`src/rtl/dot_max_engine.sv`:
```
// Loads input/weight vectors over valid/ready, then computes an unsigned dot product one MAC per cycle
// and tracks the running maximum and its argmax. Result is final LANES+1 cycles after start; loads stall while busy.
`timescale 1ns/1ps
module dot_max_engine #(
  parameter int  LANES = 4,
  parameter int  DW    = 4,
  parameter int  IDXW  = 8,
  localparam int ACCW  = 2*DW + $clog2(LANES)
) (
  input  logic            clk,
  input  logic            rst_n,
  input  logic            in_valid,
  output logic            in_ready,
  input  logic            in_sel,
  input  logic [DW-1:0]   in_data,
  input  logic            start,
  input  logic            clear_max,
  output logic            busy,
  output logic            done,
  output logic [ACCW-1:0] dot_out,
  output logic [ACCW-1:0] max_out,
  output logic [IDXW-1:0] max_idx,
  output logic            max_valid
);

  localparam int KW = $clog2(LANES);
  localparam logic [KW-1:0] K_LAST = KW'(LANES-1);

  typedef enum logic [1:0] {
    IDLE = 2'd0,
    MAC  = 2'd1,
    CMP  = 2'd2
  } state_t;

  state_t state, state_nxt;

  logic [LANES-1:0][DW-1:0] in_vec;
  logic [LANES-1:0][DW-1:0] w_vec;
  logic [ACCW-1:0]          acc;
  logic [ACCW-1:0]          prod;
  logic [KW-1:0]            k;
  logic [IDXW-1:0]          vec_cnt;
  logic                     load_acc;

  assign in_ready = (state == IDLE);
  assign load_acc = in_valid && in_ready;
  assign prod     = ACCW'(in_vec[k]) * ACCW'(w_vec[k]);

  always_ff @(posedge clk) begin
    if (!rst_n) begin
      state <= IDLE;
    end else begin
      state <= state_nxt;
    end
  end

  always_comb begin
    state_nxt = state;
    case (state)
      IDLE:    if (start) state_nxt = MAC;
      MAC:     if (k == K_LAST) state_nxt = CMP;
      CMP:     state_nxt = IDLE;
      default: state_nxt = IDLE;
    endcase
  end

  // Element 0 is the oldest word: each accepted word enters at the top and pushes the rest down.
  always_ff @(posedge clk) begin
    if (!rst_n) begin
      in_vec <= '0;
      w_vec  <= '0;
    end else if (load_acc) begin
      if (in_sel) begin
        w_vec <= {in_data, w_vec[LANES-1:1]};
      end else begin
        in_vec <= {in_data, in_vec[LANES-1:1]};
      end
    end
  end

  always_ff @(posedge clk) begin
    if (!rst_n) begin
      acc       <= '0;
      k         <= '0;
      vec_cnt   <= '0;
      dot_out   <= '0;
      max_out   <= '0;
      max_idx   <= '0;
      max_valid <= 1'b0;
      done      <= 1'b0;
      busy      <= 1'b0;
    end else begin
      done <= 1'b0;
      busy <= (state_nxt != IDLE);
      case (state)
        IDLE: begin
          if (start) begin
            acc <= '0;
            k   <= '0;
          end
        end
        MAC: begin
          acc <= acc + prod;
          k   <= k + KW'(1);
        end
        CMP: begin
          dot_out <= acc;
          done    <= 1'b1;
          vec_cnt <= vec_cnt + IDXW'(1);
          // Strict compare keeps the earliest vector on ties.
          if (!max_valid || (acc > max_out)) begin
            max_out   <= acc;
            max_idx   <= vec_cnt;
            max_valid <= 1'b1;
          end
        end
        default: ;
      endcase
      // Placed last so it overrides a coinciding CMP update.
      if (clear_max) begin
        max_out   <= '0;
        max_idx   <= '0;
        max_valid <= 1'b0;
        vec_cnt   <= '0;
      end
    end
  end

endmodule
```
`config.mk`:
```
export PLATFORM = sky130hd
export DESIGN_NAME = dot_max_engine
export DESIGN_NICKNAME = d
export VERILOG_FILES = /design/src/rtl/dot_max_engine.sv
export SDC_FILE = /design/constraint.sdc
export NUM_CORES = 1
export LEC_CHECK = 0
export CORE_MARGIN = 2
export CORE_UTILIZATION = 29
export DETAILED_ROUTE_END_ITERATION = 10
export SLEW_MARGIN = 20
export SYNTH_ARGS = -nofsm -noshare
export SYNTH_HDL_FRONTEND = slang
export SYNTH_SLANG_ARGS = --single-unit
```
`constraint.sdc`:
```
create_clock -name clk -period 6.2 [get_ports clk]
set_input_delay 0.62 -clock clk [delete_from_list [all_inputs] [get_ports clk]]
set_output_delay 0.62 -clock clk [all_outputs]
set_load 0.02 [all_outputs]
```
# Word level (Yosys, flattened, before mapping)
# Cells that the tools add are included.
dict set report op_classes {
  n_mul 1
  n_bitwise 2
  addsub 3
  n_mux 12
  magnitude_cmp 2
  n_reduce_logical 11
  eq_ne 4
}
# operator count
set ops {}
lappend ops {{one-hot mux 10 bit (2 select lines)} 1}
lappend ops {{binary-select mux 4 bit (select 2 bit)} 2}
lappend ops {{adder 10 x 8 -> 10 bit} 1}
lappend ops {{> comparator 10 bit} 1}
lappend ops {{two-way mux 10 bit} 1}
lappend ops {{adder 8 x 1 -> 8 bit, second input constant} 1}
lappend ops {{multiplier 4 x 4 -> 8 bit} 1}
lappend ops {{two-way mux 4 bit} 2}
lappend ops {{one-hot mux 2 bit (2 select lines)} 2}
lappend ops {{AND reduction 2 bit} 4}
lappend ops {{two-way mux 2 bit} 3}
lappend ops {{equality test 2 bit, second input constant} 2}
lappend ops {{nonzero test 2 bit} 2}
lappend ops {{less-than comparator 2 x 3 -> 1 bit, second input constant} 1}
lappend ops {{adder 2 x 1 -> 2 bit, second input constant} 1}
lappend ops {{equality test 2 x 1 -> 1 bit, second input constant} 1}
lappend ops {{zero test 2 bit} 1}
lappend ops {{inequality test 2 x 1 -> 1 bit, second input constant} 1}
lappend ops {{inverter 1 bit} 2}
lappend ops {{OR reduction 2 bit} 1}
lappend ops {{logical AND 1 bit} 1}
lappend ops {{zero test 1 bit} 1}
lappend ops {{logical OR 1 bit} 1}
lappend ops {{two-way mux 1 bit} 1}
dict set report totals {
  inputBits 10
  out_inout_bits 32
  reg_bits 85
  wordCells 53
}

# Longest topological paths before layout
# Gate-level depths: netlist of run 1.
dict set report depth {
  ltp_word 5
  depth_mapped 15
}

# Least setup slack after synthesis of run 1
# Ideal clock, no wire load.
dict set report synth_path {
  path_type {register to register}
  start {register k[0]}
  end {register acc[8]}
  synth_period_minus_slack_ps 4001
  path_buffers 1
  path_slack_ps 2199
  arrival_time_ps 3879
  setup_time_ps 122
  t_required_ps 6078
  stages_incl_launch_ff 14
  cell_sequence {dfxtp_1 -> buf_2 -> mux4_2 -> nand2_1 -> fa_1 -> fa_1 -> fa_1 -> inv_1 -> ha_1 -> nand2_1 -> o211ai_1 -> a21boi_1 -> o2111a_1 -> a311o_1}
}
dict set report synth_between {
  elab_chain_len 5
  word_cells_on_any_way 7
  classes_between {add/sub (1); mul (1); mux (5)}
}
# element line_no
set synth_rtl {}
lappend synth_rtl {{from (decl)} 41} ;# logic [KW-1:0] k;
lappend synth_rtl {{from (signal assigned)} 104} ;# k <= k + KW'(1);
lappend synth_rtl {{binary-select mux 4 bit (select 2 bit)} 47} ;# assign prod = ACCW'(in_vec[k]) * ACCW'(w_vec[k]);
lappend synth_rtl {{two-way mux 4 bit (implied by the code)} 47}
lappend synth_rtl {{multiplier 4 x 4 -> 8 bit (*)} 47}
lappend synth_rtl {{adder 10 x 8 -> 10 bit (*)} 103} ;# acc <= acc + prod;
lappend synth_rtl {{one-hot mux 10 bit (2 select lines) (*)} 95} ;# case (state)
lappend synth_rtl {{to (signal assigned)} 103}
lappend synth_rtl {{to (decl)} 39} ;# logic [ACCW-1:0] acc;
# Every way passes the cells marked *; elsewhere a longest branch is shown, timed or not. The select of a mux whose other input is x is not followed.
# A chain may end at the register's enable or synchronous reset.

# Worst setup path in the final report of run 1
# Ends and elaborated chain as after synthesis.

==> out/metrics.yaml, run 1 <==
synth_edf_count: 0
ios: 42
yosys.area.top_type_share_pct: 38.2
die_h_um: 128
finalHoldViolCount: 0
fin_worst_skew_ns: 0.00596
synth_cells: 510
gp_congestion: 0.791
grt_pass1_vias: 3408
min_period_ns: 4.38
post_drt_wl_per_cell_um: 13.1
die_area_sq_um: 16400
synth_warnings: 0
drtAntennaViolNets: 0
yosys.cell_types.count: 51
drive_gt1_share_pct: 9.96
relSlewSlack_pct: 24.9
clockBufferDepth: 2
ys_seq_elements: 85
cts_resized: 0
clockRootBuffer: "clkbuf_16"
vias: 3590
cts_setup_buffers: 0
fin_util_pct: 35.0
finalSetupTns_ns: 0
finalNetCount: 586
drcViolationCount: 0
critPathLaunchType: "flip-flop"
tritoncts: "done"
vias_per_cell: 4.92
die_x_um: 128
cts_inserted_buffers: 9
drv_slew: 0
ir_drop_v: 0.000117
drtIter0Drc: 242
drv_cap: 0
coreArea_sq_um: 15100
drtPass1Iterations: 4
synth_area_leaders: "dfxtp_1 (38%), ha_1 (8.4%), nand2_1 (8.3%)"
portBuffers: 41
synth-main-ff-cell: "dfxtp_1"
yosysMostFrequentCell: "nand2_1"
clkSlewWorstSetupHoldPaths_ns: 0.06
end_kind: "flip-flop"
wl_mm: 9.57
timing.fmax_mhz: 228
cellPowerDensity_nw_per_um2: 221
clock_sinks: 85
path_max_fanout: 11
clk_latency_ns: 0.33
yosys.area.top_type: "dfxtp_1"
rows: 45
crit_type: "flip-flop to flip-flop"
grt_setup_unrepaired: "no"
area_growth_pct: 18.6
grt_max_degree: 35
finalInstanceArea_sq_um: 5290
status: "finished, final reports clean"
h-tree-depth: 3
synth_area_sq_um: 4460
hpwl_mm: 7.06
final-setup-viol-count: 0
overflow: 0
ys_async_sr_fraction_pct: 0
leakagePower_nw: 1.89
antennaDiodeCount: 0
p_total_mw: 1.17
netlist_top_cells_count: "nand2_1 (99), dfxtp_1 (85), a21oi_1 (60), inv_1 (36), ha_1 (30)"
dpl_cell_area_sq_um: 4970
hold_path_class: "flip-flop to flip-flop"
grt_pass1_wl_mm: 16.3
synth_fp_nets: 559
worstMarginPinSlew_ns: 1.13
post-route-period-util_pct: 70.7
required_ns: 6.42
postSynthAreaPerCell_sq_um: 8.74
antenna_found_initial: 0
cp.arrival_ns: 4.60
cts_hold_buf: 0
start_util_pct: 29.6
grtUsageTotal_pct: 12.2
ys_seq_area_share_pct: 38.2
cell type report:
| type | count | area [sq um] |
|---|---|---|
| clock buffer | 10 | 229 |
| clock inverter | 6 | 87.6 |
| fill | 1537 | 9800 |
| inverter | 36 | 135 |
| multi-input combinational | 361 | 2470 |
| sequential | 85 | 1700 |
| tap | 188 | 235 |
| timing repair buffer | 44 | 433 |
report_power, final:
group | switching [mW] | internal, mW
Sequential | 0.00769 | 0.551
Clock | 0.214 | 0.353
Combinational | 0.0286 | 0.0164
state kept, by name, summed over array words and instances, names as in the netlist:
name and cells:
busy 1, done 1, in_vec 16, k 2, max_out 10, vec_cnt 8
dot_out 10, max_valid 1, state 2, max_idx 8, w_vec 16, acc 10
critical path, cell delays in order, from the launching register on:
cell and delay, ns:
dfxtp_1 0.72, mux4_2 0.63, nand2_1 0.11, fa_1 0.45, fa_1 0.51, fa_1 0.51
inv_1 0.04, ha_1 0.36, nand2_1 0.09, o211ai_1 0.21, a21boi_1 0.12, o2111a_1 0.24
a311o_1 0.26
per-stage QoR:
step	hold slack, ns	setup slack [ns]	instances
2_1_floorplan	0.433	2.20	510
3_3_place_gp	0.444	1.91	714
3_5_place_dp	0.453	1.80	714
4_1_cts	0.462	1.79	730
5_1_grt	0.476	1.43	730
6_report	0.460	1.82	730
routing by layer:
metal / share of wire (%) / track usage, % / up-vias
met5: 0 / 0 / -
met4: 1.3 / 3.75 / 0
met3: 3.8 / 2.67 / 12
met2: 46 / 20.1 / 64
met1: 49 / 16.1 / 1719
li1: - / - / 1795
logic make-up (layout without fill, tap and decap cells):
kind of cell	Yosys count	count (layout)	share of synthesized area (%)
multiplexers	8	8	4.04
AO/OA/AOI/OAI	123	123	17.3
flip-flops	85	85	38.2
buffers and inverters	64	96	6.54
XOR/XNOR	7	7	1.37
adder cells (fa/ha/maj)	39	39	12.5
AND/OR/NAND/NOR	184	184	20.1
final timing paths:
check	start	end	slack, ns	depth (start not counted)
max	k[0]	acc[8]	1.82	12
min	w_vec[1]	w_vec[1]	0.46	2
max reg2reg	k[0]	acc[8]	1.82	12
min reg2reg	w_vec[1]	w_vec[1]	0.46	2
cells in the final DEF (no fill, tap or decap), drive strengths merged, types with 2 or more instances in the layout:
master,instances
xor2,6
nand2,99
a22oi,5
inv,36
a21oi,70
nand2b,4
buf,3
a211oi,6
or2,2
nand3,21
clkinv,4
nand4,8
nor2,25
and2,12
o21ai,26
or3,2
clkdlybuf4s50,41
bufinv,2
mux4,8
dfxtp,85
ha,30
and3,4
fa,9
clkbuf,10
o2111a,2
o211ai,3
nor2b,3
No activity file was read; power rests on OpenSTA's default activity.
==> run 2: changes to the inputs <==
==> constraint.sdc (replaced) <==
create_clock -name clk -period 4.5 [get_ports clk]
set_input_delay 0.45 -clock clk [delete_from_list [all_inputs] [get_ports clk]]
set_output_delay 0.45 -clock clk [all_outputs]
set_load 0.02 [all_outputs]
==> run 2 against run 1 <==
  * Sequential share of layout area fell by 0.053 points
  * Maximum frequency rose by 4.3%
  * Register-to-register slack got worse by 1.5 ns
  * Flip-flop and latch count did not move
  * Wire length rose by 1.6%
  * Cell count rose by 0.14%
  * Via count fell by 1.7%
  * Critical path depth rose by 1
  * Largest cell class unchanged
  * Design area rose by 0.17%
  * Clock skew rose by 0.00081 ns
  * Clock-buffer cell count fell by 1
  * Largest power group is now registers
  * Critical path type unchanged
  * First-iteration DRC count fell by 23%
==> out/metrics.yaml, run 2 (synthesized netlist as in run 1, its figures left out) <==
rr_worst_depth: 13  # +1
critPathLaunchType: "flip-flop"
swShare_pct: 23.2  # +1.8 points
grt_pass1_wl_mm: 16.3  # +0.21%
finalInstanceArea_sq_um: 5300  # +0.17%
final_common_cell: "nand2_1"
met3_length_um: 467  # +28%
cts_setup_buffers: 0  # unchanged
clkSlewWorstSetupHoldPaths_ns: 0.06  # about the same
antenna_found_initial: 0  # unchanged
start_util_pct: 29.6  # unchanged
antennaDiodeCount: 0  # unchanged
grt_max_degree: 37  # +5.7%
hold_path_class: "flip-flop to flip-flop"
drtPass1Iterations: 4  # unchanged
hpwl_mm: 7.12  # +0.94%
min_period_ns: 4.20  # -0.180 ns
clock_sinks: 85  # unchanged
biggestRegsByFlops: "in_vec x16, w_vec x16"
ios: 42  # unchanged
post-place-cells: 715  # +0.14%
gp_congestion: 0.799  # +1.1%
fill_cells: 1559  # +1.4%
portBuffers: 41  # unchanged
relSlewSlack_pct: 31.1  # +6.2 points
final-setup-viol-count: 0  # unchanged
clockRootBuffer: "clkbuf_16"
post_drt_wl_per_cell_um: 13.3  # +1.4%
cts_inserted_buffers: 9  # unchanged
die_area_sq_um: 16400  # unchanged
fin_util_pct: 35.1  # +0.058 points
cts_hold_buf: 0  # unchanged
finalSetupTns_ns: 0  # unchanged
clockBufferDepth: 2  # unchanged
grtUsageTotal_pct: 12.4  # +0.15 points
path_max_fanout: 10  # -1
coreArea_sq_um: 15100  # unchanged
clk_latency_ns: 0.34  # about the same
drv_cap: 0  # unchanged
ff_latch_area_sq_um: 1700  # unchanged
timing.fmax_mhz: 238  # +4.3%
clkPwrFrac_pct: 47.7  # -0.7 points
drive_gt1_share_pct: 10.3  # +0.35 points
finalNetCount: 587  # +0.17%
pwr-share-seq_pct: 48.1  # +0.4 points
drv_slew: 0  # unchanged
leakagePower_nw: 1.89  # -0.16%
status: "finished, final reports clean"
fin_ws_ns: 0.297  # -1.52 ns
multi_input_area_sq_um: 2480  # +0.46%
power_frac_comb_pct: 4.2  # +0.4 points
end_kind: "flip-flop"
layout.cells.non_filler: 731  # +0.14%
dr.max_layer_used: "met4"
finalHoldViolCount: 0  # unchanged
rrSetupSlack_ns: 0.30  # -1.52 ns
cts_resized: 0  # unchanged
final_cell_mix: "nand2_1 (99), dfxtp_1 (85), a21oi_1 (60)"
grt_pass1_vias: 3345  # -1.8%
rows: 45  # unchanged
dpl_cell_area_sq_um: 4980  # +0.15%
fin_worst_skew_ns: 0.00677  # +0.000813 ns
wl_met2_mm: 4.53  # +3.8%
overflow: 0  # unchanged
area_growth_pct: 18.8
wl_mm: 9.72  # +1.6%
hold_depth: 2  # unchanged
die_x_um: 128  # unchanged
p_int_mw: 1.22  # +33%
crit_type: "flip-flop to flip-flop"
grt_setup_unrepaired: "no"
drtIter0Drc: 187  # -23%
vias_per_cell: 4.83  # -1.9%
tritoncts: "done"
worstMarginPinSlew_ns: 1.03  # -0.0947 ns
required_ns: 4.73  # -1.69 ns
cellPowerDensity_nw_per_um2: 300  # +36%
drcViolationCount: 0  # unchanged
ir_drop_v: 0.000174  # +49%
drtAntennaViolNets: 0  # unchanged
dpl_worst_slack_ns: 0.319  # -1.49 ns
cp.arrival_ns: 4.43  # -0.17 ns
wl_met1_mm: 4.60  # -2.6%
vias: 3528  # -1.7%
switching_power_mw: 0.369  # +47%
post-route-period-util_pct: 93.4  # +23 points
die_h_um: 128  # unchanged
h-tree-depth: 3  # unchanged
[run 2: stage by stage]
step / power [mW] / hold WS, ns
after floorplan: 0.826 / 0.433
after global placement: 0.849 / 0.444
after detailed placement: 0.850 / 0.449
after CTS: 1.61 / 0.457
after global routing: 1.65 / 0.485
final: 1.59 / 0.454
[run 2: final cells by class]
type | instances | area share (%)
Sequential cell | 85 | 32.1
Multi-Input combinational cell | 361 | 46.8
Inverter | 36 | 2.55
Clock buffer | 9 | 4.25
Tap cell | 188 | 4.44
Clock inverter | 7 | 1.54
Timing Repair Buffer | 45 | 8.32
[run 2: metal layers]
layer  vias to the layer above  GRT usage (%)
li1                       1798              -
met1                      1627           16.2
met2                        89           20.2
met3                        14           3.05
met4                         0           3.88
met5                         -              0
[run 2: path summary, 6_finish.rpt]
check,startpoint,endpoint
setup / recovery,k[0],acc[8]
hold / removal,w_vec[2],w_vec[2]
setup reg to reg,k[0],acc[8]
hold reg to reg,w_vec[2],w_vec[2]
[run 2: power groups by stage]
stage               Combinational (mW)  Sequential [mW]  Clock, mW
floorplan                       0.0464            0.780          0
global placement                0.0663            0.782          0
detailed placement              0.0672            0.782          0
CTS                             0.0675            0.765      0.776
global route                    0.0743            0.766      0.810
finish                          0.0667            0.765      0.758
[run 2: critical path, cell delays in order, from the launching register on]
cell and delay (ns):
dfxtp_1 0.33, buf_4 0.21, mux4_2 0.55, nand2_1 0.12
fa_1 0.45, fa_1 0.51, fa_1 0.51, inv_1 0.05
ha_1 0.37, nand2_1 0.12, o211ai_1 0.24, a21boi_1 0.13
o2111a_1 0.24, a311o_1 0.26
